--- src/rtl/rf_pkg.sv ---
// Shared constants and types for the 2-read / 1-write integer register file.
// Optional feature macro used by the file set: RF_BYPASS_EN (write-through forwarding).
package rf_pkg;

    localparam int RF_DATA_W = 32;
    localparam int RF_ADDR_W = 5;
    localparam int RF_DEPTH  = 2 ** RF_ADDR_W;

    localparam logic [RF_ADDR_W-1:0] RF_X0_ADDR = 5'd0;

    typedef logic [RF_DATA_W-1:0] rf_data_t;
    typedef logic [RF_ADDR_W-1:0] rf_addr_t;

endpackage

--- src/rtl/regfile_2r1w_if.sv ---
// Register file access bundle: one write port (rd) and two read ports (rs1/rs2).
// Write side is sampled on the clock edge; read data is combinational from the read addresses.
interface regfile_2r1w_if
    import rf_pkg::*;
#(
    parameter int DW = RF_DATA_W,
    parameter int AW = RF_ADDR_W
) ();

    logic          RF_WrEn;
    logic [AW-1:0] RF_WrAddr;
    logic [DW-1:0] RF_WrData;
    logic [AW-1:0] RF_RdAddrA;
    logic [AW-1:0] RF_RdAddrB;
    logic [DW-1:0] RF_RdDataA;
    logic [DW-1:0] RF_RdDataB;

    // Requester side (decode/writeback stages).
    modport master (
        output RF_WrEn, RF_WrAddr, RF_WrData, RF_RdAddrA, RF_RdAddrB,
        input  RF_RdDataA, RF_RdDataB
    );

    // Register file side.
    modport slave (
        input  RF_WrEn, RF_WrAddr, RF_WrData, RF_RdAddrA, RF_RdAddrB,
        output RF_RdDataA, RF_RdDataB
    );

endinterface

--- src/rtl/rf_read_port.sv ---
// One combinational read port: entry mux, x0 zero-forcing and, when RF_BYPASS_EN is
// defined, same-cycle forwarding of the pending write.
module rf_read_port
#(
    parameter int DW = 32,
    parameter int AW = 5
) (
    input  logic [2**AW-1:0][DW-1:0] i_entries,
    input  logic [AW-1:0]            i_rd_addr,
    input  logic                     i_wr_en,
    input  logic [AW-1:0]            i_wr_addr,
    input  logic [DW-1:0]            i_wr_data,
    output logic [DW-1:0]            o_rd_data
);

    logic w_is_x0;
    assign w_is_x0 = (i_rd_addr == '0);

`ifdef RF_BYPASS_EN
    // A write to x0 is discarded, so it must never be forwarded either.
    logic w_bypass_hit;
    assign w_bypass_hit = i_wr_en && (i_wr_addr != '0) && (i_wr_addr == i_rd_addr);

    always_comb begin
        o_rd_data = i_entries[i_rd_addr];
        if (w_is_x0) begin
            o_rd_data = '0;
        end else if (w_bypass_hit) begin
            o_rd_data = i_wr_data;
        end
    end
`else
    logic w_unused_wr;
    assign w_unused_wr = ^{i_wr_en, i_wr_addr, i_wr_data};

    always_comb begin
        o_rd_data = i_entries[i_rd_addr];
        if (w_is_x0) begin
            o_rd_data = '0;
        end
    end
`endif

endmodule

--- src/rtl/regfile_2r1w.sv ---
// RISC-V integer register file, 2 combinational reads and 1 clocked write, x0 hardwired to 0.
// Define RF_BYPASS_EN for write-through forwarding on same-address read/write.
module regfile_2r1w
    import rf_pkg::*;
#(
    parameter int                       RF_DATA_WIDTH  = RF_DATA_W,
    parameter int                       RF_ADDR_WIDTH  = RF_ADDR_W,
    parameter logic [RF_DATA_WIDTH-1:0] RF_RESET_VALUE = '0
) (
    input  logic           RF_Clk,
    input  logic           RF_Reset,
    regfile_2r1w_if.slave  bus
);

    localparam int DEPTH = 2 ** RF_ADDR_WIDTH;

    logic [DEPTH-1:0][RF_DATA_WIDTH-1:0] w_entries;
    logic [DEPTH-1:1]                    w_wr_sel;
    logic [RF_DATA_WIDTH-1:0]            w_rd_a;
    logic [RF_DATA_WIDTH-1:0]            w_rd_b;

    // Address 0 has no select line, so x0 writes fall away here.
    always_comb begin
        w_wr_sel = '0;
        for (int i = 1; i < DEPTH; i++) begin
            w_wr_sel[i] = bus.RF_WrEn && (bus.RF_WrAddr == RF_ADDR_WIDTH'(i));
        end
    end

    assign w_entries[0] = '0;

    generate
        for (genvar g = 1; g < DEPTH; g++) begin : g_entry
            logic [RF_DATA_WIDTH-1:0] r_data;

            always_ff @(posedge RF_Clk or negedge RF_Reset) begin
                if (!RF_Reset) begin
                    r_data <= RF_RESET_VALUE;
                end else if (w_wr_sel[g]) begin
                    r_data <= bus.RF_WrData;
                end
            end

            assign w_entries[g] = r_data;
        end
    endgenerate

    rf_read_port #(
        .DW (RF_DATA_WIDTH),
        .AW (RF_ADDR_WIDTH)
    ) u_port_a (
        .i_entries (w_entries),
        .i_rd_addr (bus.RF_RdAddrA),
        .i_wr_en   (bus.RF_WrEn),
        .i_wr_addr (bus.RF_WrAddr),
        .i_wr_data (bus.RF_WrData),
        .o_rd_data (w_rd_a)
    );

    rf_read_port #(
        .DW (RF_DATA_WIDTH),
        .AW (RF_ADDR_WIDTH)
    ) u_port_b (
        .i_entries (w_entries),
        .i_rd_addr (bus.RF_RdAddrB),
        .i_wr_en   (bus.RF_WrEn),
        .i_wr_addr (bus.RF_WrAddr),
        .i_wr_data (bus.RF_WrData),
        .o_rd_data (w_rd_b)
    );

    assign bus.RF_RdDataA = w_rd_a;
    assign bus.RF_RdDataB = w_rd_b;

endmodule

--- src/flat_wrapper.sv ---
// flat-port wrapper written by rule: the top's interface ports become plain ports
module regfile_2r1w_flat import rf_pkg::*;
#(
    parameter int                       RF_DATA_WIDTH  = RF_DATA_W,
    parameter int                       RF_ADDR_WIDTH  = RF_ADDR_W,
    parameter logic [RF_DATA_WIDTH-1:0] RF_RESET_VALUE = '0
)
  (RF_Clk, RF_Reset, bus_RF_WrEn, bus_RF_WrAddr, bus_RF_WrData, bus_RF_RdAddrA, bus_RF_RdAddrB, bus_RF_RdDataA, bus_RF_RdDataB);
  regfile_2r1w_if #(.DW(32), .AW(5)) bus_i ();
  input  logic RF_Clk;
  input  logic RF_Reset;
  input wire logic [$bits(bus_i.RF_WrEn)-1:0] bus_RF_WrEn;
  input wire logic [$bits(bus_i.RF_WrAddr)-1:0] bus_RF_WrAddr;
  input wire logic [$bits(bus_i.RF_WrData)-1:0] bus_RF_WrData;
  input wire logic [$bits(bus_i.RF_RdAddrA)-1:0] bus_RF_RdAddrA;
  input wire logic [$bits(bus_i.RF_RdAddrB)-1:0] bus_RF_RdAddrB;
  output wire logic [$bits(bus_i.RF_RdDataA)-1:0] bus_RF_RdDataA;
  output wire logic [$bits(bus_i.RF_RdDataB)-1:0] bus_RF_RdDataB;
  assign bus_i.RF_WrEn = bus_RF_WrEn;
  assign bus_i.RF_WrAddr = bus_RF_WrAddr;
  assign bus_i.RF_WrData = bus_RF_WrData;
  assign bus_i.RF_RdAddrA = bus_RF_RdAddrA;
  assign bus_i.RF_RdAddrB = bus_RF_RdAddrB;
  assign bus_RF_RdDataA = bus_i.RF_RdDataA;
  assign bus_RF_RdDataB = bus_i.RF_RdDataB;
  regfile_2r1w #(.RF_DATA_WIDTH(RF_DATA_WIDTH), .RF_ADDR_WIDTH(RF_ADDR_WIDTH), .RF_RESET_VALUE(RF_RESET_VALUE)) u_core (.RF_Clk(RF_Clk), .RF_Reset(RF_Reset), .bus(bus_i));
endmodule
--- config.mk ---
export PLATFORM = sky130hd
export DESIGN_NAME = regfile_2r1w_flat
export DESIGN_NICKNAME = d
export VERILOG_FILES = /design/src/rtl/rf_pkg.sv /design/src/rtl/regfile_2r1w_if.sv /design/src/rtl/rf_read_port.sv /design/src/rtl/regfile_2r1w.sv /design/src/flat_wrapper.sv
export SDC_FILE = /design/constraint.sdc
export NUM_CORES = 2
export LEC_CHECK = 0
export CAP_MARGIN = 25
export CORE_MARGIN = 8
export CORE_UTILIZATION = 55
export DETAILED_ROUTE_END_ITERATION = 10
export GPL_TIMING_DRIVEN = 1
export HOLD_SLACK_MARGIN = 0.02
export PLACE_DENSITY = 0.69
export SETUP_SLACK_MARGIN = 0.3
export SYNTH_ARGS = -nofsm -noshare
export SYNTH_HDL_FRONTEND = slang
export SYNTH_HIERARCHICAL = 1
export SYNTH_SLANG_ARGS = --single-unit
--- constraint.sdc ---
create_clock -name RF_Clk -period 2.7 [get_ports RF_Clk]
set_input_delay 0.405 -clock RF_Clk [delete_from_list [all_inputs] [get_ports RF_Clk]]
set_output_delay 0.405 -clock RF_Clk [all_outputs]
set_load 0.01 [all_outputs]
==> impl_metrics.ini <==
[cells_and_area]
fin_util_pct = 67.2
area_growth_pct = 21.0
multi_input_area_um2 = 28500
largest_register_ffs = 992
nFillCells = 6490
stdcell_count = 5273
regArea_um2 = 24800
top_register = u_core/g_entry.r_data
layout-drive-gt1-share_pct = 61.0
mostFrequentLayoutCells = mux2_2, dfrtp_1, mux4_2, buf_4, buf_12
reg_top3 = u_core/g_entry.r_data: 992 flops
design_area_um2 = 65100
layout_commonest_cell = mux2_2
nets = 3961

[global_route]
grt_antenna_before_repair = 2
grt_pass1_vias = 39800
grt_max_degree = 92
grt_first_pass_wirelength_mm = 268
grt_usage_pct = 33.6
grt_overflow = 0

[clock_network]
path_clk_slew_ns = 0.06
clk-insertion-delay-late_ns = 0.67
clk_path_buf_depth = 3
htreeDepth = 3
clock-sinks = 992
cts_root_buffer = clkbuf_16
cts_buffers = 107
cts_tree = yes

[drt]
post-route-drc-count = 0
postRouteAntennaNets = 0
vias_per_cell = 7.02
drtPass1Iterations = 6
wl_per_cell_um = 34.5
drt_wl_total_mm = 182
vias = 37000
dr.first_iter.drc_count = 3572

[pwr]
p_int_mw = 32.9
p_leak_nw = 28.3
finalPower_mw = 45.5
power.density_nw_per_um2 = 698
peakVddDrop_v = 0.000639
clkPwrFrac_pct = 32.9
switching_share_pct = 27.6
seq_power_share_pct = 44.0
power_switching_mw = 12.5
p_comb_share_pct = 23.1

[setup_path]
crit_fanout = 3
ff2ff_path_depth = 2
worstPathArrival_ns = 2.42
required_ns = 2.30
critPathLaunchType = flop
path_class = reg2out
worstSetupEndpointType = output port

[yosys]
yosys-top-cells-area = dfrtp_1, mux2_2, mux4_2, mux2i_1, buf_2
synth_top_area_share_pct = 46.1
netlist_instances = 3552
ys_seq_elements = 992
ys_warn_count = 6
yosysSeqAreaShare_pct = 46.1
netlist_area_um2 = 53800
syn_avg_cell_area_um2 = 15.2
synth_area_leader_cell = dfrtp_1
synth_cell_type_count = 39

[status]
violations = negative setup slack
status = finished, violations left

[floorplanning]
initial_core_util_pct = 55.6
die_width_um = 329
num_rows = 114
ios = 114
dieArea_um2 = 108000
coreArea_um2 = 96900
fp.dieH_um = 329

[sta]
hold_viol_final = 0
fmax_ghz = 0.354
fin_setup_tns_ns = -2.71
worst_clock_skew_ns = 0
worst_pin_slew_ns = 1.06
setup_viol = 45
max_slew_margin_pct = 28.8
fin_crit_sh_pct = 105
maxSlewViolCount = 0
rsz0062_at_grt = yes
worst_slack_ns = -0.126
min_period_ns = 2.83

[flow_run]
cap_viol_max_count = 0

[place]
port_buffers = 113
dpl.hpwl_mm = 113
gp_congestion = 0.873
dp_cells = 5031
place_area_um2 = 59700

[min_path]
hold_path.class = in2async
cell usage after synthesis (all sizes together):
cell,number
buf,239
clkbuf,159
and2,2
o21ai,112
inv,2
dfrtp,992
a22oi,64
conb,1
mux2i,128
mux4,448
a311oi,64
nand2b,4
nand4b,3
or3,3
nor3,1
nor2b,70
a221oi,48
nor4b,1
nand4,1
and4bb,3
o2111ai,16
nand3,4
mux2,1056
or2,2
nand2,44
or4,2
a211oi,64
nor2,19
repair_timing:
item	in CTS	in global routing
gates resized for setup	523	56
pin swaps	43	42
setup buffers	27	9
cloned	9	0
endpoints found under the setup margin	64	64
hold endpoints to repair	26	0
hold buffers	1	0
cell families (layout without fill, tap and decap cells):
| family | count (synthesis) | in the layout | synth area share [%] |
|---|---|---|---|
| flip-flops | 992 | 992 | 46.1 |
| other | 1 | 65 | 0.00697 |
| AND/OR/NAND/NOR | 159 | 160 | 1.65 |
| multiplexers | 1632 | 1632 | 43.2 |
| buffers and inverters | 400 | 780 | 4.05 |
| AO/OA/AOI/OAI | 368 | 368 | 4.97 |
routing by layer:
layer | up-vias | global-route usage (%) | share of wire (%)
met5 | - | 0 | 0.0039
met2 | 2113 | 53.2 | 47
met3 | 668 | 7.59 | 9.2
met4 | 2 | 19.9 | 6.8
met1 | 19700 | 42.5 | 37
li1 | 14600 | - | -
layout make-up:
cell class	count	area share, %
Multi-Input combinational cell	2224	43.8
Sequential cell	992	38.1
Timing Repair Buffer	584	10.2
Clock buffer	158	4.86
Tap cell	1276	2.45
Clock inverter	36	0.596
Inverter	2	0.0154
Antenna cell	1	0.00384
worst max-delay path, cell delays in order (launching register included):
cell and delay (ns):
dfrtp_1 0.41, mux4_2 0.50, mux2_4 0.31, o21ai_4 0.15, a311oi_4 0.05, buf_4 0.20
buf_6 0.11
per-stage QoR:
stage / setup slack [ns] / hold WS [ns]
after floorplan: 0.553 / 0.109
after global placement: -0.681 / 0.409
after detailed placement: -0.736 / 0.410
after CTS: -0.172 / 0.291
after global routing: -0.168 / 0.317
final: -0.126 / 0.295
power groups by stage:
stage | sequential (mW) | combinational (mW) | clock (mW)
floorplan | 19.3 | 6.97 | 0
global placement | 19.7 | 9.37 | 0
detailed placement | 20.2 | 9.73 | 0
CTS | 19.9 | 10.3 | 15.1
global route | 20.4 | 11.0 | 15.8
finish | 20.0 | 10.5 | 15.0
path summary, 6_finish.rpt:
path / from / endpoint / slack [ns]
min in group RF_Clk: u_core/g_entry[4].r_data[18] / u_core/g_entry[4].r_data[18] / 0.52
hold reg to reg: u_core/g_entry[4].r_data[18] / u_core/g_entry[4].r_data[18] / 0.52
max in group asynchronous: RF_Reset / u_core/g_entry[6].r_data[4] / 1.33
hold / removal: RF_Reset / u_core/g_entry[17].r_data[24] / 0.29
setup reg to reg: u_core/g_entry[14].r_data[27] / u_core/g_entry[14].r_data[27] / 1.77
setup / recovery: u_core/g_entry[7].r_data[12] / bus_RF_RdDataB[12] / -0.13
Power figures use the tool's default switching activity.
